$ cat config.mk
export PLATFORM = sky130hd
export DESIGN_NAME = fetch_pc_gen_flat
export DESIGN_NICKNAME = d
export VERILOG_FILES = /design/src/rtl/fetch_pc_gen_pkg.sv /design/src/rtl/fetch_pc_gen_if.sv /design/src/rtl/fetch_pc_gen_sat_counter.sv /design/src/rtl/fetch_pc_gen.sv /design/src/flat_wrapper.sv
export SDC_FILE = /design/constraint.sdc
export NUM_CORES = 1
export LEC_CHECK = 0
export BUFFER_PORTS_ARGS = -buffer_cell sky130_fd_sc_hd__buf_2
export CAP_MARGIN = 5
export CORE_UTILIZATION = 55
export CTS_CLUSTER_SIZE = 30
export DETAILED_ROUTE_END_ITERATION = 16
export PLACE_DENSITY = 0.9
export SLEW_MARGIN = 0
export SYNTH_ARGS = -nofsm -noshare
export SYNTH_HDL_FRONTEND = slang
export SYNTH_SLANG_ARGS = --single-unit
$ cat constraint.sdc
create_clock -name clk -period 9.2 [get_ports clk]
set_clock_uncertainty 0.05 [all_clocks]
set_input_delay 1.84 -clock clk [delete_from_list [all_inputs] [get_ports clk]]
set_output_delay 1.84 -clock clk [all_outputs]
set_load 0.01 [all_outputs]
$ cat src/rtl/fetch_pc_gen_pkg.sv
// rtl/fetch_pc_gen_pkg.sv - shared types and defaults for the fetch PC generator
package fetch_pkg;

  localparam logic [31:0] DEFAULT_RESET_PC = 32'h0000_0000;

  typedef enum logic [2:0] {
    SRC_SEQ,
    SRC_PRED,
    SRC_JAL,
    SRC_JALR,
    SRC_FILL,
    SRC_PREFAIL,
    SRC_HOLD
  } pc_src_e;

  typedef enum logic {
    RUN,
    HOLD
  } fsm_e;

endpackage

$ cat src/rtl/fetch_pc_gen_if.sv
// rtl/fetch_pc_gen_if.sv - predictor, redirect and status signals of the fetch PC generator
interface fetch_pc_gen_if #(parameter int CNT_W = 32);
  logic              stall_f;
  logic [31:0]       pc_pre;
  logic              pc_sel;
  logic              btb_prefail;
  logic              btb_fill;
  logic [31:0]       pce;
  logic [31:0]       branch_target;
  logic [2:0]        branch_type_e;
  logic              jalr_e;
  logic [31:0]       jalr_target_e;
  logic              jal_d;
  logic [31:0]       jal_target_d;
  logic [31:0]       pcf;
  logic              flush_d;
  logic              flush_e;
  logic              redirect_held;
  logic [CNT_W-1:0]  perf_branch;
  logic [CNT_W-1:0]  perf_mispred;

  modport master (
    output stall_f, pc_pre, pc_sel, btb_prefail, btb_fill, pce, branch_target,
           branch_type_e, jalr_e, jalr_target_e, jal_d, jal_target_d,
    input  pcf, flush_d, flush_e, redirect_held, perf_branch, perf_mispred
  );

  modport slave (
    input  stall_f, pc_pre, pc_sel, btb_prefail, btb_fill, pce, branch_target,
           branch_type_e, jalr_e, jalr_target_e, jal_d, jal_target_d,
    output pcf, flush_d, flush_e, redirect_held, perf_branch, perf_mispred
  );
endinterface

$ cat src/rtl/fetch_pc_gen_sat_counter.sv
// rtl/fetch_pc_gen_sat_counter.sv - enabled up-counter that sticks at all-ones
module sat_counter #(
  parameter int W = 32
) (
  input  logic         clk,
  input  logic         rst_n,
  input  logic         en,
  input  logic         inc,
  output logic [W-1:0] count
);

  always_ff @(posedge clk) begin
    if (!rst_n) begin
      count <= '0;
    end else if (en && inc && (count != {W{1'b1}})) begin
      count <= count + {{(W-1){1'b0}}, 1'b1};
    end
  end

endmodule

$ cat src/rtl/fetch_pc_gen.sv
// rtl/fetch_pc_gen.sv - owns PCF, picks the next fetch address, raises flushes
// and parks redirects that land while fetch is stalled.
module fetch_pc_gen
  import fetch_pkg::*;
#(
  parameter logic [31:0] RESET_PC = DEFAULT_RESET_PC,
  parameter int          CNT_W    = 32
) (
  input  logic            clk,
  input  logic            rst_n,
  fetch_pc_gen_if.slave   bus
);

  fsm_e        state, state_n;
  pc_src_e     pc_src;
  logic [31:0] pcf_q, pcf_n;
  logic [31:0] hold_pc, hold_pc_n;
  logic [31:0] next_pc;
  logic        ex_redirect;
  logic        any_redirect;

  assign ex_redirect  = bus.btb_prefail | bus.btb_fill | bus.jalr_e;
  assign any_redirect = ex_redirect | bus.jal_d;

  assign bus.flush_d       = any_redirect;
  assign bus.flush_e       = ex_redirect;
  assign bus.pcf           = pcf_q;
  assign bus.redirect_held = (state == HOLD);

  // In HOLD the parked target outranks prediction and sequential fetch.
  always_comb begin
    pc_src = SRC_SEQ;
    if (bus.btb_prefail)    pc_src = SRC_PREFAIL;
    else if (bus.btb_fill)  pc_src = SRC_FILL;
    else if (bus.jalr_e)    pc_src = SRC_JALR;
    else if (bus.jal_d)     pc_src = SRC_JAL;
    else if (state == HOLD) pc_src = SRC_HOLD;
    else if (bus.pc_sel)    pc_src = SRC_PRED;
  end

  always_comb begin
    next_pc = pcf_q + 32'd4;
    case (pc_src)
      SRC_PREFAIL: next_pc = bus.pce + 32'd4;
      SRC_FILL:    next_pc = bus.branch_target;
      SRC_JALR:    next_pc = bus.jalr_target_e & ~32'h1;
      SRC_JAL:     next_pc = bus.jal_target_d;
      SRC_HOLD:    next_pc = hold_pc;
      SRC_PRED:    next_pc = bus.pc_pre;
      default:     next_pc = pcf_q + 32'd4;
    endcase
  end

  always_comb begin
    state_n   = state;
    pcf_n     = pcf_q;
    hold_pc_n = hold_pc;
    case (state)
      RUN: begin
        if (!bus.stall_f) begin
          pcf_n = next_pc;
        end else if (any_redirect) begin
          hold_pc_n = next_pc;
          state_n   = HOLD;
        end
      end
      HOLD: begin
        if (!bus.stall_f) begin
          pcf_n   = next_pc;
          state_n = RUN;
        end else if (any_redirect) begin
          hold_pc_n = next_pc;
        end
      end
      default: state_n = RUN;
    endcase
  end

  always_ff @(posedge clk) begin
    if (!rst_n) begin
      state   <= RUN;
      pcf_q   <= RESET_PC;
      hold_pc <= 32'h0;
    end else begin
      state   <= state_n;
      pcf_q   <= pcf_n;
      hold_pc <= hold_pc_n;
    end
  end

  sat_counter #(.W(CNT_W)) u_perf_branch (
    .clk   (clk),
    .rst_n (rst_n),
    .en    (!bus.stall_f),
    .inc   (bus.branch_type_e != 3'd0),
    .count (bus.perf_branch)
  );

  sat_counter #(.W(CNT_W)) u_perf_mispred (
    .clk   (clk),
    .rst_n (rst_n),
    .en    (!bus.stall_f),
    .inc   (bus.btb_prefail | bus.btb_fill),
    .count (bus.perf_mispred)
  );

endmodule

$ cat src/flat_wrapper.sv
// flat-port wrapper written by rule: the top's interface ports become plain ports
module fetch_pc_gen_flat import fetch_pkg::*;
#(
  parameter logic [31:0] RESET_PC = DEFAULT_RESET_PC,
  parameter int          CNT_W    = 32
)
  (clk, rst_n, bus_stall_f, bus_pc_pre, bus_pc_sel, bus_btb_prefail, bus_btb_fill, bus_pce, bus_branch_target, bus_branch_type_e, bus_jalr_e, bus_jalr_target_e, bus_jal_d, bus_jal_target_d, bus_pcf, bus_flush_d, bus_flush_e, bus_redirect_held, bus_perf_branch, bus_perf_mispred);
  fetch_pc_gen_if #(.CNT_W(CNT_W)) bus_i ();
  input  logic clk;
  input  logic rst_n;
  input wire logic [$bits(bus_i.stall_f)-1:0] bus_stall_f;
  input wire logic [$bits(bus_i.pc_pre)-1:0] bus_pc_pre;
  input wire logic [$bits(bus_i.pc_sel)-1:0] bus_pc_sel;
  input wire logic [$bits(bus_i.btb_prefail)-1:0] bus_btb_prefail;
  input wire logic [$bits(bus_i.btb_fill)-1:0] bus_btb_fill;
  input wire logic [$bits(bus_i.pce)-1:0] bus_pce;
  input wire logic [$bits(bus_i.branch_target)-1:0] bus_branch_target;
  input wire logic [$bits(bus_i.branch_type_e)-1:0] bus_branch_type_e;
  input wire logic [$bits(bus_i.jalr_e)-1:0] bus_jalr_e;
  input wire logic [$bits(bus_i.jalr_target_e)-1:0] bus_jalr_target_e;
  input wire logic [$bits(bus_i.jal_d)-1:0] bus_jal_d;
  input wire logic [$bits(bus_i.jal_target_d)-1:0] bus_jal_target_d;
  output wire logic [$bits(bus_i.pcf)-1:0] bus_pcf;
  output wire logic [$bits(bus_i.flush_d)-1:0] bus_flush_d;
  output wire logic [$bits(bus_i.flush_e)-1:0] bus_flush_e;
  output wire logic [$bits(bus_i.redirect_held)-1:0] bus_redirect_held;
  output wire logic [$bits(bus_i.perf_branch)-1:0] bus_perf_branch;
  output wire logic [$bits(bus_i.perf_mispred)-1:0] bus_perf_mispred;
  assign bus_i.stall_f = bus_stall_f;
  assign bus_i.pc_pre = bus_pc_pre;
  assign bus_i.pc_sel = bus_pc_sel;
  assign bus_i.btb_prefail = bus_btb_prefail;
  assign bus_i.btb_fill = bus_btb_fill;
  assign bus_i.pce = bus_pce;
  assign bus_i.branch_target = bus_branch_target;
  assign bus_i.branch_type_e = bus_branch_type_e;
  assign bus_i.jalr_e = bus_jalr_e;
  assign bus_i.jalr_target_e = bus_jalr_target_e;
  assign bus_i.jal_d = bus_jal_d;
  assign bus_i.jal_target_d = bus_jal_target_d;
  assign bus_pcf = bus_i.pcf;
  assign bus_flush_d = bus_i.flush_d;
  assign bus_flush_e = bus_i.flush_e;
  assign bus_redirect_held = bus_i.redirect_held;
  assign bus_perf_branch = bus_i.perf_branch;
  assign bus_perf_mispred = bus_i.perf_mispred;
  fetch_pc_gen #(.RESET_PC(RESET_PC), .CNT_W(CNT_W)) u_core (.clk(clk), .rst_n(rst_n), .bus(bus_i));
endmodule
# [Yosys cells after proc, flatten, opt, wreduce, memory -nomap -nowiden]
# Cells that the tools add are included.
[classes] mul=0 n_shift=0 bitwise_logic=4 eq_ne=8 reduce_logical=7 n_div=0 addsub=4 order_cmp=0 muxes=14
[op_table] op="$pmux W32 S6" n=1
[op_table] op="$mux W32" n=3
[op_table] op="$add A32 B1 Y32 const B" n=2
[op_table] op="$add A32 B3 Y32 const B" n=2
[op_table] op="$ne A32 B32 Y1 const B" n=2
[op_table] op="$mux W3" n=5
[op_table] op="$eq A3 B3 Y1 const B" n=3
[op_table] op="$eq A3 B2 Y1 const B" n=2
[op_table] op="$logic_and A1 B1 Y1" n=4
[op_table] op="$mux W1" n=4
[op_table] op="$eq A3 B1 Y1 const B" n=1
[op_table] op="$or A1 B1 Y1" n=3
[op_table] op="$reduce_bool A3 Y1" n=1
[op_table] op="$pmux W1 S2" n=1
[op_table] op="$reduce_and A2 Y1" n=1
[op_table] op="$logic_not A1 Y1" n=1
[op_table] op="$not A1 Y1" n=1
[totals] regBits=129 mem_bits_rw=0 latchBits=0 in_bits=171 mem_count=0 mem_bits_ro=0 elab_cells=42

# [Longest topological paths before layout]
[logic_depth] ltp_word=10 ltp_mapped=14

# [Cells and area by module]
# A second synthesis with hierarchy kept.
[unflattened] hier_cells=995 hier_area_um2=8046.5
[by_module_without_submodules] mod="fetch_pc_gen" cells_each=605 n_inst=1 area_per_inst_um2=4728.3
[by_module_without_submodules] mod="sat_counter" cells_each=195 n_inst=2 area_per_inst_um2=1659.1

# [Least setup slack after synthesis]
# No wires, ideal clock.
[synth_timing] path_type="input to output" from="input port bus_btb_prefail" to="output port bus_flush_e" path_stages=6 t_arrival_ns=3.220 setup_slack_ns=4.090 path_cell_list="clkbuf_1 > buf_2 > buf_2 > buf_1 > clkbuf_1 > or3_1"
[synth_via] elab_chain_len=2
[synth_lines] item="start: declaration" line="flat_wrapper.sv:14" source="input wire logic [$bits(bus_i.btb_prefail)-1:0] bus_btb_prefail;"
[synth_lines] item="$or A1 B1 Y1 (2 in series)" line="fetch_pc_gen.sv:22" source="assign ex_redirect = bus.btb_prefail | bus.btb_fill | bus.jalr_e;"
[synth_lines] item="end: declaration" line="flat_wrapper.sv:25" source="output wire logic [$bits(bus_i.flush_e)-1:0] bus_flush_e;"
# No other way between the ends.

# [Worst setup path after layout]
# Ends and elaborated chain as after synthesis.

==> results.sh <==
export IMPL_fp_dieArea_um2=14900
export IMPL_final_period_utilization=0.555
export IMPL_worstSetupStartpointType="primary input"
export IMPL_numPortBuffers=268
export IMPL_clock_root_buffer="clkbuf_16"
export IMPL_timing_hold_worst_endpoint="u_core.hold_pc[0]"
export IMPL_fin_nets=1414
export IMPL_hold_violations=0
export IMPL_synth_cells_most_frequent="dfxtp_1 (129), nor2_1 (88), o21ai_0 (85)"
export IMPL_synth_cells=1012
export IMPL_cts_buffers=17
export IMPL_worst_hold_path_type="register to register"
export IMPL_sw_frac_of_total=0.264
export IMPL_fin_tns_setup_ns=0
export IMPL_detailroute_wirelength_met2_mm=13.3
export IMPL_p_comb_frac=0.138
export IMPL_syn_avg_cell_area_um2=7.81
export IMPL_wirelength_mm=27.5
export IMPL_internal_power_mw=1.14
export IMPL_number_of_flops_mapped_to_enable_cells_by_yosys=0
export IMPL_report_power_total_mw=1.55
export IMPL_grt_max_degree=89
export IMPL_initial_utilization=0.567
export IMPL_yosys_area_top_type_share=0.327
export IMPL_fin_area_um2=9940
export IMPL_p_leak_nw=3.98
export IMPL_crit_path_end_kind="primary output"
export IMPL_primary_ff_master_synth="dfxtp_1"
export IMPL_synth_top_cell_by_area="dfxtp_1"
export IMPL_detailroute_via_count=9325
export IMPL_drt_initial_drc_count=1011
export IMPL_critPathKind="primary input to primary output"
export IMPL_synth_warning_count=0
export IMPL_r2r_setup_slack_ns=6.36
export IMPL_layout_area_overhead_vs_synth_pct=25.8
export IMPL_m1WireLength_mm=10.3
export IMPL_cts_hold_buffers_added=0
export IMPL_layout_drive_gt1_share=0.269
export IMPL_power_frac_clock=0.470
export IMPL_cts_tree="built"
export IMPL_post_cts_buffers=0
export IMPL_timing_critical_path_required_ns=7.31
export IMPL_antenna_found_initial=4
export IMPL_placed_cell_area_um2=9290
export IMPL_timing_final_ws_setup_ns=4.09
export IMPL_die_height_um=122
export IMPL_maxSlewViolCount=0
export IMPL_post_synth_top_count_cell="dfxtp_1"
export IMPL_clk_insertion_delay_late_ns=0.42
export IMPL_peakVddDrop_v=0.000121
export IMPL_grt_pass1_vias=8405
export IMPL_detail_route_first_pass_iterations=6
export IMPL_share_seq_of_total_power=0.392
export IMPL_route_detailed_drc=0
export IMPL_min_delay_start="u_core.hold_pc[0]"
export IMPL_post_synth_main_area_contributors="dfxtp_1 (33%), xnor2_1 (5.7%), o21ai_0 (5.4%), a21oi_1 (4.9%), nor2_1 (4.2%)"
export IMPL_timing_critical_path_fanout_max=88
export IMPL_synthesis_nets=1186
export IMPL_r2r_cells=7
export IMPL_die_width_um=122
export IMPL_ios=270
export IMPL_globalRouteOverflowTotal=0
export IMPL_rsz_0062_raised_after_global_routing="false"
export IMPL_dp_cells=1401
export IMPL_max_freq_mhz=196
export IMPL_route_antenna_remaining_nets=0
export IMPL_maxCapViolCount=0
export IMPL_postCtsResizedCells=0
export IMPL_power_per_cell_area_nw_per_um2=156
export IMPL_worstReg2RegStart="u_core.bus.redirect_held"
export IMPL_global_route_total_usage_across_every_layer=0.364
export IMPL_cts_root_to_sink_buffers=2
export IMPL_setup_viol=0
export IMPL_synthesis_area_um2=7900
export IMPL_wl_per_cell_um=19.2
export IMPL_run_status="completed"
export IMPL_uppermost_signal_routing_layer_after_detailed_routing="met5"
export IMPL_finalWorstPathRequiredPeriod_ns=5.11
export IMPL_h_tree_depth=4
export IMPL_final_util=0.713
export IMPL_avgViaCountPerCell=6.50
export IMPL_net_switching_power_uw=408
export IMPL_crit_reg2reg_capture="u_core.bus.pcf[11]"
export IMPL_numClockSinks=129
export IMPL_clkSlewWorstSetupHoldPaths_ns=0.06
export IMPL_ys_types=69
export IMPL_routed_wl_met3_mm=3.06
export IMPL_hold_slack_ns=0.418
export IMPL_dp_hpwl_mm=18.5
export IMPL_actual_transition_at_the_worst_max_transition_pin_ns=1.23
export IMPL_grt_first_pass_wirelength_mm=42.3
export IMPL_slew_headroom=0.178
export IMPL_synth_ff_latch_count=129
export IMPL_core_um2=13900
export IMPL_timing_hold_worst_path_depth=2
export IMPL_dp_worst_setup_slack_ns=4.09
export IMPL_nFillCells=1153
export IMPL_post_layout_instance_count_excluding_filler_cells=1435
export IMPL_floorplan_rows=43
export IMPL_timing_critical_path_arrival_ns=3.22
export IMPL_synth_yosys_seq_area_share=0.327
export IMPL_synth_async_sr_flop_share=0
export IMPL_place_gp_congestion=0.963
metal layers:
layer	track usage	up-vias
li1	-	4299
met5	0	-
met2	0.619	600
met1	0.423	4333
met4	0.159	2
met3	0.107	91
final cells by class:
type                            instances  area (µm²)  area share
Antenna cell                            3        7.51    0.000755
Clock buffer                           19         453      0.0456
Clock inverter                         12         183      0.0184
Inverter                               19        71.3     0.00717
Multi-Input combinational cell        797        5010       0.504
Sequential cell                       129        2580       0.260
Tap cell                              180         225      0.0227
Timing Repair Buffer                  276        1400       0.141
registers in the layout, indices dropped and copies added, names as in the netlist:
name / flops
u_core.bus.pcf: 32
u_core.hold_pc: 32
u_core.u_perf_branch.count: 32
u_core.bus.redirect_held: 1
u_core.u_perf_mispred.count: 32
critical path, stage by stage:
cell	delay [ns]
buf_4	0.27
buf_4	0.73
or3_1	0.22
buf_2	0.13
how the worst max path moves through the flow:
stage / startpoint / to / slack (ns)
2_1_floorplan: bus_btb_prefail / bus_flush_e / 4.09
3_3_place_gp: bus_btb_prefail / u_core.hold_pc[27] / 4.14
3_5_place_dp: bus_btb_prefail / u_core.hold_pc[27] / 4.09
4_1_cts: bus_btb_prefail / bus_flush_e / 4.14
5_1_grt: bus_btb_prefail / bus_flush_e / 4.02
6_report: bus_btb_prefail / bus_flush_e / 4.09
kinds of logic (layout without fill, tap and decap cells):
kind of cell	Yosys count	after routing	synth area share
buffers and inverters	86	326	0.0424
adder cells (fa/ha/maj)	3	3	0.00475
XOR/XNOR	63	63	0.0698
multiplexers	20	20	0.0266
AND/OR/NAND/NOR	391	391	0.261
AO/OA/AOI/OAI	320	320	0.268
flip-flops	129	129	0.327
other	0	3	0
placed cells by master, fill, tap and decap left out, types with 4 or more instances in the layout:
master | synthesis | layout
a211oi_1 | 12 | 12
a21o_1 | 4 | 4
a21oi_1 | 77 | 77
a221o_1 | 13 | 13
a221oi_1 | 18 | 18
a222oi_1 | 14 | 14
a22o_1 | 4 | 4
a22oi_1 | 23 | 23
a31oi_1 | 21 | 21
and2_1 | 8 | 8
and3_1 | 14 | 14
and4_1 | 9 | 9
buf_2 | 8 | 267
buf_4 | 0 | 9
bufinv_16 | 0 | 4
clkbuf_16 | 0 | 17
clkinvlp_4 | 0 | 6
dfxtp_1 | 129 | 129
inv_1 | 17 | 17
mux2_2 | 8 | 8
mux2i_1 | 12 | 12
nand2_1 | 79 | 79
nand3_1 | 50 | 50
nand3b_1 | 10 | 10
nand4_1 | 23 | 23
nand4b_1 | 5 | 5
nor2_1 | 88 | 86
nor3_1 | 26 | 25
nor3b_1 | 6 | 6
nor4_1 | 9 | 8
nor4b_1 | 6 | 5
o211a_1 | 4 | 4
o211ai_1 | 7 | 7
o21ai_0 | 85 | 85
o21ba_2 | 4 | 4
o31ai_1 | 9 | 9
or3_1 | 27 | 27
or4_1 | 9 | 9
xnor2_1 | 51 | 51
xor2_1 | 12 | 12
power groups by stage:
stage / sequential, mW / clock, mW / combinational (mW)
after CTS: 0.605 / 0.729 / 0.208
after global placement: 0.616 / 0 / 0.201
after global routing: 0.609 / 0.755 / 0.230
after floorplan: 0.618 / 0 / 0.112
final: 0.607 / 0.728 / 0.213
after detailed placement: 0.617 / 0 / 0.205
Power figures use the tool's default switching activity.
